===== src/rtl/game_pkg.sv =====
// Shared types and defaults for the Flappy Bird game-flow controller.
// Holds the state encoding, BCD geometry and a digit-wise BCD compare.
package game_pkg;

   typedef enum logic [1:0] {
      StIdle     = 2'd0,
      StPlaying  = 2'd1,
      StDying    = 2'd2,
      StGameOver = 2'd3
   } game_state_e;

   localparam int unsigned BcdDigitW = 4;
   localparam int unsigned BcdDigits = 4;

   localparam int unsigned DefDeathFrames    = 60;
   localparam int unsigned DefOverHoldFrames = 30;
   localparam int unsigned DefFloorY         = 470;
   localparam int unsigned DefCeilY          = 0;

   // The first differing digit, scanned from the most significant, decides.
   function automatic logic bcd_gt(input logic [15:0] a, input logic [15:0] b);
      logic decided;
      logic gt;
      decided = 1'b0;
      gt      = 1'b0;
      for (int i = int'(BcdDigits) - 1; i >= 0; i--) begin
         if (!decided && (a[i*BcdDigitW +: BcdDigitW] != b[i*BcdDigitW +: BcdDigitW])) begin
            decided = 1'b1;
            gt      = a[i*BcdDigitW +: BcdDigitW] > b[i*BcdDigitW +: BcdDigitW];
         end
      end
      return gt;
   endfunction

endpackage


===== src/rtl/bcd_counter4.sv =====
// Four-digit BCD up-counter with synchronous clear, saturating at 9999.
module bcd_counter4 import game_pkg::*; (
   input  logic        clk,
   input  logic        reset,
   input  logic        clear,
   input  logic        inc,
   output logic [15:0] value,
   output logic        saturated
);

   logic [15:0] value_q, value_d;
   logic        carry;

   assign saturated = (value_q == 16'h9999);
   assign value     = value_q;

   always_comb begin
      value_d = value_q;
      carry   = 1'b1;
      if (clear) begin
         value_d = '0;
      end else if (inc && !saturated) begin
         // Ripple the increment through each digit, wrapping 9 -> 0.
         for (int i = 0; i < int'(BcdDigits); i++) begin
            if (carry) begin
               if (value_q[i*BcdDigitW +: BcdDigitW] == 4'd9) begin
                  value_d[i*BcdDigitW +: BcdDigitW] = 4'd0;
               end else begin
                  value_d[i*BcdDigitW +: BcdDigitW] = value_q[i*BcdDigitW +: BcdDigitW] + 4'd1;
                  carry = 1'b0;
               end
            end
         end
      end
   end

   always_ff @(posedge clk or negedge reset) begin
      if (!reset) begin
         value_q <= '0;
      end else begin
         value_q <= value_d;
      end
   end

endmodule


===== src/rtl/game_sequencer.sv =====
// Game-flow controller: sequences pipe/bird renderers, detects crashes per frame
// and keeps BCD score and high score.
module game_sequencer import game_pkg::*; #(
   parameter int unsigned DEATH_FRAMES     = DefDeathFrames,
   parameter int unsigned OVER_HOLD_FRAMES = DefOverHoldFrames,
   parameter int unsigned FLOOR_Y          = DefFloorY,
   parameter int unsigned CEIL_Y           = DefCeilY
) (
   input  logic        clk,
   input  logic        reset,
   input  logic        frame_tick,
   input  logic        btn_flap,
   input  logic        bird_pixel,
   input  logic        pipe_pixel,
   input  logic [9:0]  bird_y,
   input  logic        pipe_passed,
   output logic        pipe_reset,
   output logic        pipe_enable,
   output logic        bird_enable,
   output logic        bird_reset,
   output logic        flap_pulse,
   output logic [15:0] score_bcd,
   output logic [15:0] hiscore_bcd,
   output logic [1:0]  game_state
);

   localparam int unsigned CntMax =
      (DEATH_FRAMES > OVER_HOLD_FRAMES) ? DEATH_FRAMES : OVER_HOLD_FRAMES;
   localparam int unsigned CntW = $clog2(CntMax + 1);
   localparam logic [CntW-1:0] DeathLast = CntW'(DEATH_FRAMES - 1);
   localparam logic [CntW-1:0] OverHold  = CntW'(OVER_HOLD_FRAMES);
   localparam logic [9:0]      FloorY    = 10'(FLOOR_Y);
   localparam logic [9:0]      CeilY     = 10'(CEIL_Y);

   game_state_e     state_q, state_d;
   logic [CntW-1:0] cnt_q, cnt_d;
   logic            sync1_q, sync2_q, flap_prev_q, flap_edge;
   logic            coll_q, coll_now, crash;
   logic [15:0]     score, hiscore_q;
   logic            score_sat, score_clear, score_inc;

   assign flap_edge = sync2_q & ~flap_prev_q;
   assign coll_now  = (state_q == StPlaying) &&
                      ((bird_pixel && pipe_pixel) || (bird_y >= FloorY) || (bird_y <= CeilY));
   // The frame_tick cycle's own sample counts before the latch clears.
   assign crash       = frame_tick && (coll_q || coll_now);
   assign score_clear = (state_q == StIdle) && flap_edge;
   assign score_inc   = (state_q == StPlaying) && pipe_passed && !score_sat;

   assign score_bcd   = score;
   assign hiscore_bcd = hiscore_q;
   assign game_state  = state_q;

   bcd_counter4 u_score (
      .clk       (clk),
      .reset     (reset),
      .clear     (score_clear),
      .inc       (score_inc),
      .value     (score),
      .saturated (score_sat)
   );

   always_comb begin
      state_d = state_q;
      cnt_d   = cnt_q;
      unique case (state_q)
         StIdle: begin
            cnt_d = '0;
            if (flap_edge) state_d = StPlaying;
         end
         StPlaying: begin
            if (crash) begin
               state_d = StDying;
               cnt_d   = '0;
            end
         end
         StDying: begin
            if (frame_tick) begin
               if (cnt_q == DeathLast) begin
                  state_d = StGameOver;
                  cnt_d   = '0;
               end else begin
                  cnt_d = cnt_q + 1'b1;
               end
            end
         end
         StGameOver: begin
            // Early flaps are dropped; only a flap after the hold period restarts.
            if (flap_edge && (cnt_q == OverHold)) begin
               state_d = StIdle;
               cnt_d   = '0;
            end else if (frame_tick && (cnt_q < OverHold)) begin
               cnt_d = cnt_q + 1'b1;
            end
         end
         default: state_d = StIdle;
      endcase
   end

   always_ff @(posedge clk or negedge reset) begin
      if (!reset) begin
         state_q     <= StIdle;
         cnt_q       <= '0;
         sync1_q     <= 1'b0;
         sync2_q     <= 1'b0;
         flap_prev_q <= 1'b0;
         coll_q      <= 1'b0;
         hiscore_q   <= '0;
         flap_pulse  <= 1'b0;
         pipe_reset  <= 1'b1;
         bird_reset  <= 1'b1;
         pipe_enable <= 1'b0;
         bird_enable <= 1'b0;
      end else begin
         sync1_q     <= btn_flap;
         sync2_q     <= sync1_q;
         flap_prev_q <= sync2_q;
         coll_q      <= ((state_q == StPlaying) && !frame_tick) ? (coll_q | coll_now) : 1'b0;
         state_q     <= state_d;
         cnt_q       <= cnt_d;
         flap_pulse  <= flap_edge && (state_q == StPlaying);
         if ((state_q == StDying) && (state_d == StGameOver) && bcd_gt(score, hiscore_q)) begin
            hiscore_q <= score;
         end
         unique case (state_d)
            StIdle: begin
               pipe_reset  <= 1'b1;
               bird_reset  <= 1'b1;
               pipe_enable <= 1'b0;
               bird_enable <= 1'b0;
            end
            StPlaying: begin
               pipe_reset  <= 1'b0;
               bird_reset  <= 1'b0;
               pipe_enable <= 1'b1;
               bird_enable <= 1'b1;
            end
            StDying: begin
               pipe_reset  <= 1'b0;
               bird_reset  <= 1'b0;
               pipe_enable <= 1'b0;
               bird_enable <= 1'b1;
            end
            default: begin
               pipe_reset  <= 1'b0;
               bird_reset  <= 1'b0;
               pipe_enable <= 1'b0;
               bird_enable <= 1'b0;
            end
         endcase
      end
   end

endmodule


===== config.mk =====
export PLATFORM = sky130hd
export DESIGN_NAME = game_sequencer
export DESIGN_NICKNAME = d
export VERILOG_FILES = /design/src/rtl/game_pkg.sv /design/src/rtl/bcd_counter4.sv /design/src/rtl/game_sequencer.sv
export SDC_FILE = /design/constraint.sdc
export NUM_CORES = 1
export LEC_CHECK = 0
export ABC_AREA = 1
export CAP_MARGIN = 20
export CORE_ASPECT_RATIO = 0.6
export CORE_MARGIN = 2
export CORE_UTILIZATION = 55
export DETAILED_ROUTE_END_ITERATION = 12
export PLACE_DENSITY = 0.8
export SYNTH_ARGS = -nofsm -noshare
export SYNTH_HDL_FRONTEND = slang
export SYNTH_HIERARCHICAL = 1
export SYNTH_SLANG_ARGS = --single-unit

===== constraint.sdc =====
create_clock -name clk -period 3.2 [get_ports clk]
set_input_delay 0.8 -clock clk [delete_from_list [all_inputs] [get_ports clk]]
set_output_delay 0.8 -clock clk [all_outputs]
set_load 0.1 [all_outputs]

[Word level (Yosys, flattened, before mapping)]
Index checks and enable logic that the tools add are counted.
Storage, ports and cells
  bits in registers: 48
  word-level logic and storage cells: 128
Operators by class
  order comparisons: 7
  add/sub/neg operators: 5
  bitwise operators: 3
  eq/ne operators: 20
  reductions and logical operators: 35
  multiplexer cells: 43
Operators by type and width (number)
  16-bit 2-to-1 mux: 2
  6-bit 2-to-1 mux: 5
  4-bit 2-to-1 mux: 7
  6-bit one-hot mux with 4 select lines: 1
  1-bit 2-to-1 mux: 22
  4-bit by 1-bit adder with 4-bit output, second input constant: 4
  16-bit == test, second input constant: 1
  4-bit == test, second input constant: 4
  4-bit > comparator: 4
  1-bit logical AND: 16
  4-bit != test: 4
  10-bit by 9-bit greater-or-equal comparator with 1-bit output, second input constant: 1
  10-bit by 1-bit less-or-equal comparator with 1-bit output, second input constant: 1
  2-bit 2-to-1 mux: 5
  2-bit == test, second input constant: 4
  2-bit one-hot mux with 4 select lines: 1
  2-bit nonzero test: 4
  6-bit by 1-bit adder with 6-bit output, second input constant: 1
  6-bit by 5-bit == test with 1-bit output, second input constant: 1
  6-bit == test, second input constant: 1
  6-bit by 5-bit less-than comparator with 1-bit output, second input constant: 1
  2-bit AND reduction: 3
  1-bit logical NOT: 5
  2-bit by 1-bit == test with 1-bit output, second input constant: 2
  other kinds (9): 13

[Depth between registers and ports, before layout]
  depth after elaboration: 15
  depth in mapped cells: 16
  depth with buffers taken out: 15

[By module]
Netlist, hierarchy kept.
Modules (own cells, without submodules)
  game_sequencer: cells an instance 264, area each 2085.8 um^2, sequential area each 802.0 um^2, times used 1
  bcd_counter4: cells an instance 127, area each 991.0 um^2, sequential area each 400.4 um^2, times used 1

[Worst setup path before layout]
Ideal clock, no wire load.
  path kind: reg-to-reg
  start: register state_q[0] (netlist: game_state[0])
  end: register hiscore_q[12] (netlist: hiscore_bcd[12])
  arrival: 2.757 ns
  slack: 0.374 ns
  stages on the path, launching flop included: 13
  clock period less this slack: 2.826 ns
  data required time: 3.131 ns
  cell sequence: dfrtp_1 > inv_1 > nor2_1 > nand4_4 > nand2_1 > nor2_1 > o21ai_1 > ha_1 > inv_1 > nor2_2 > buf_2 > nand3_1 > nand2_1
On the way
  cells in the longest elaborated chain, start to end: 9
  elaborated cells on any way between the ends: 16
  those cells by class: eq/ne (4); mux (6); reduce/logical (6)
RTL lines
  from (decl): line game_sequencer.sv:35  | game_state_e state_q, state_d;
  from (signal assigned): line game_sequencer.sv:102  | state_q <= StIdle;
  from (signal assigned): line game_sequencer.sv:119  | state_q <= state_d;
  2-bit by 1-bit == test with 1-bit output: line game_sequencer.sv:43, game_sequencer.sv:66
  1-bit logical AND: line game_sequencer.sv:43  | assign coll_now = (state_q == StPlaying) &&
  1-bit logical OR: line game_sequencer.sv:46  | assign crash = frame_tick && (coll_q || coll_now);
  1-bit logical AND: line game_sequencer.sv:46
  2-bit 2-to-1 mux: line game_sequencer.sv:72  | if (crash) begin
  2-bit one-hot mux with 4 select lines (*): line game_sequencer.sv:66  | unique case (state_q)
  net state_d[0]: line game_sequencer.sv:35
  2-bit == test (*): line game_sequencer.sv:122  | if ((state_q == StDying) && (state_d == StGameOver) && bcd_gt(score, hiscore_q)) begin
  1-bit logical AND (*) (2 in series): line game_sequencer.sv:122
  to (signal assigned): line game_sequencer.sv:123  | hiscore_q <= score;
  to (decl): line game_sequencer.sv:39  | logic [15:0] score, hiscore_q;
Mark *: on every way through the listed nets, which the timed path passes. The rest lies on a longest branch.
A chain may end at the register's enable or synchronous reset.

[Final worst setup path]
  start: input port bird_y[8]
  end: register hiscore_q[15] (netlist: hiscore_bcd[15])
On the way
  cells in the longest elaborated chain, start to end: 11
  elaborated cells on any way between the ends: 12
  those cells by class: order compare (2); eq/ne (1); mux (2); reduce/logical (7)
RTL lines
  from (decl): line game_sequencer.sv:15  | input logic [9:0] bird_y,
  10-bit by 9-bit greater-or-equal comparator with 1-bit output: line game_sequencer.sv:44  | ((bird_pixel && pipe_pixel) || (bird_y >= FloorY) || (bird_y <= CeilY));
  1-bit logical OR: line game_sequencer.sv:44
  1-bit logical OR (*): line game_sequencer.sv:44
  1-bit logical AND (*): line game_sequencer.sv:43
  1-bit logical OR (*): line game_sequencer.sv:46
  1-bit logical AND (*): line game_sequencer.sv:46
  2-bit 2-to-1 mux (*): line game_sequencer.sv:72
  2-bit one-hot mux with 4 select lines (*): line game_sequencer.sv:66
  net state_d[0]: line game_sequencer.sv:35
  2-bit == test (*): line game_sequencer.sv:122
  1-bit logical AND (*) (2 in series): line game_sequencer.sv:122
Marks and branches as above.

==> run metrics <==
Post-Syn Area per Cell=7.87 um2; LEAKAGE=2.05 nW; Total Wirelength=7.39 mm; CP Launch Type=input port; share of cells above drive strength 1=16.4%; GRT busiest layer=met2; Die W=101 um; design area=between 3000 and 4000 um2; maximum VDD drop=0.349 mV; met3 usage=~4.8%; Worst-Margin Slew=0.721 ns; Reg2Reg Depth=12; Bufs on Longest Clock Path=2; Post-CTS Setup Bufs=0; Core Box Area=5490 um2; Yosys top cell by area=dfrtp_1; CP max FO=16; drt first-iter violations=204; setup TNS=0 ns; Detailed Routing Iterations Pass 1=5; Worst setup EP type=flip-flop; Mapped Cells=391; R2R Setup Slk=0.82 ns; Total GRT Usage=between 20% and 30%; Rel. slew slack=51.8%; antenna cells=0; Area growth syn-to-layout=21.8%; # nets final=496; Num CTS Buffers=5; vias=2,762; Synth Register Bits=48; vias in the first global route=2,610; Post-synth EDFFs=0; Worst-path clk slew=0.10 ns; yosys warns=6; crit path from=bird_y[8]; TritonCTS clock tree=done; Fin Hold WS=0.367 ns; num ports=56; Row Count=21; Hold Path Class=flip-flop to flip-flop; total power=approximately 1.8 mW; PostCTS Resize Cnt=0; max-slew violations=0; die height=61.9 um; dpl cell area=~3600 um2; DR vias/cell=5.31; Critical Path Sink=hiscore_bcd[15]; Final period util=85.0%; required time worst endpoint=~3.5 ns; Worst-Skew Late Latency=0.31 ns; cell with the most instances after synthesis=nand2_1; Reg-to-Reg End=hiscore_bcd[15]; Tmin final=2.72 ns; Fin. Hold Viols=0; DR WL/cell=between 10 and 15 um; H-tree levels=2; PortBufs=55; Pwr Density=471 nW/um2; GR Util met1=36.4%; clk sinks=48; RSZ-0062 raised after global routing=false; pin count of the biggest net entering global routing=29; Max Cap Violations=0; root buf cell=clkbuf_8; final setup vio count=0; Initial Util=56.0%; top cells by area, synth=dfrtp_1 38%, nand2_1 14%, ha_1 12%; DP HPWL=between 5 and 6 mm; RD Place Congestion=0.901; cts-stage hold buffer count=0; Async S/R FF share, synth=100%; Die Area=6230 um2; grt ovf=0; Cell variety after synth=31; syn_nets=about 440; Netlist Area Pre-Place=about 3100 um2; first-pass GRT wire length=12.3 mm; post-route ant nets=0; initial antenna violation count=0; met2 Track Usage GR=41.7%; clock skew=between 0.01 and 0.015 ns; Synth Flop Type=dfrtp_1; Critical R2R Launch=game_state[0]; Max Fclk=~370 MHz; status=complete, no violations; Worst Path Arrival=around 3 ns; number of remaining DRC errors=0; Seq/Total Area, Yosys=39.1%; Setup CP Type=input port to flip-flop; top post-synthesis cells by count=113 x nand2_1, 50 x inv_1, 47 x dfrtp_1; area share of the largest cell type after synthesis=38.2%
[layout by cell type (no fill, tap or decap)]
master,n
a21o_1,2
clkdlybuf4s50_1,15
ha_1,29
and3_1,3
nor2_4,1
a21oi_1,11
nand3_2,2
nand4_4,2
nand4_1,8
dfrtp_1,47
nand2_1,113
nand3_1,39
o21ai_0,1
nand3_4,1
nor2_2,2
a311oi_1,1
dfstp_2,1
nor4_1,1
buf_2,1
bufinv_16,3
o21ai_1,7
nor3_1,2
nand2_4,5
inv_2,3
nor2_1,34
inv_1,50
xor2_1,8
nand3b_1,1
xnor2_1,4
nand2_2,6
o21bai_1,1
clkbuf_8,5
buf_4,42
[layer usage]
layer | vias to the layer above | part of all wire [%]
li1 | 1364 | -
met1 | 1299 | 48
met2 | 91 | 45
met3 | 8 | 6.4
met4 | 0 | 0.88
met5 | - | 0
[worst min path at each step]
stage                     endpoint  cells past startpoint     from
after floorplan            sync2_q                      0  sync1_q
after global placement     sync2_q                      0  sync1_q
after detailed placement   sync2_q                      0  sync1_q
after CTS                  sync2_q                      0  sync1_q
after global routing       sync2_q                      0  sync1_q
final                      sync2_q                      0  sync1_q
[worst max-delay path, cell delays in order]
cell and delay [ns]:
clkdlybuf4s50_1 0.48, nor2_1 0.05, nand3_1 0.07, nor2_1 0.05, nor2_1 0.19, nand4_4 0.11, nand2_1 0.17, nor2_1 0.06
o21ai_1 0.15, ha_1 0.20, inv_1 0.04, nor2_2 0.16, buf_4 0.25, nand3_1 0.11, nand2_1 0.09
[cells by family (layout without fill, tap and decap cells)]
family                   Yosys count  after routing  share of synthesized area (%)
AND/OR/NAND/NOR                  220            220                           33.7
adder cells (fa/ha/maj)           29             29                           11.8
XOR/XNOR                          12             12                           3.42
AO/OA/AOI/OAI                     23             23                           4.11
buffers and inverters             59            119                           7.89
flip-flops                        48             48                           39.1
[sequential cells by signal, summed over array words and instances, names as in the netlist, 2 cells and up]
name / flops
cnt_q: 6
hiscore_bcd: 16
game_state: 2
u_score/value: 16
[final cells by class]
cell class | count | area (um2)
fill | 447 | 1740
tap | 69 | 86.3
timing repair buffer | 58 | 470
clock buffer | 5 | 68.8
sequential | 48 | 1200
inverter | 53 | 199
clock inverter | 3 | 90.1
multi-input combinational | 284 | 1630
[through the flow]
step	worst slack, ns	util (%)	std cells
after floorplan	0.374	-	391
final	0.479	68.3	520
after detailed placement	0.145	65.4	512
after CTS	0.483	68.3	520
after global routing	0.266	68.3	520
after global placement	0.249	65.4	512
[report_power, final]
part / leakage (nW) / switching [mW] / total (mW) / internal (mW)
registers: 0.643 / 0.0621 / 0.713 / 0.651
clock network: 0.0784 / 0.222 / 0.613 / 0.391
logic: 1.33 / 0.300 / 0.441 / 0.141
No activity file was read; power rests on OpenSTA's default activity.
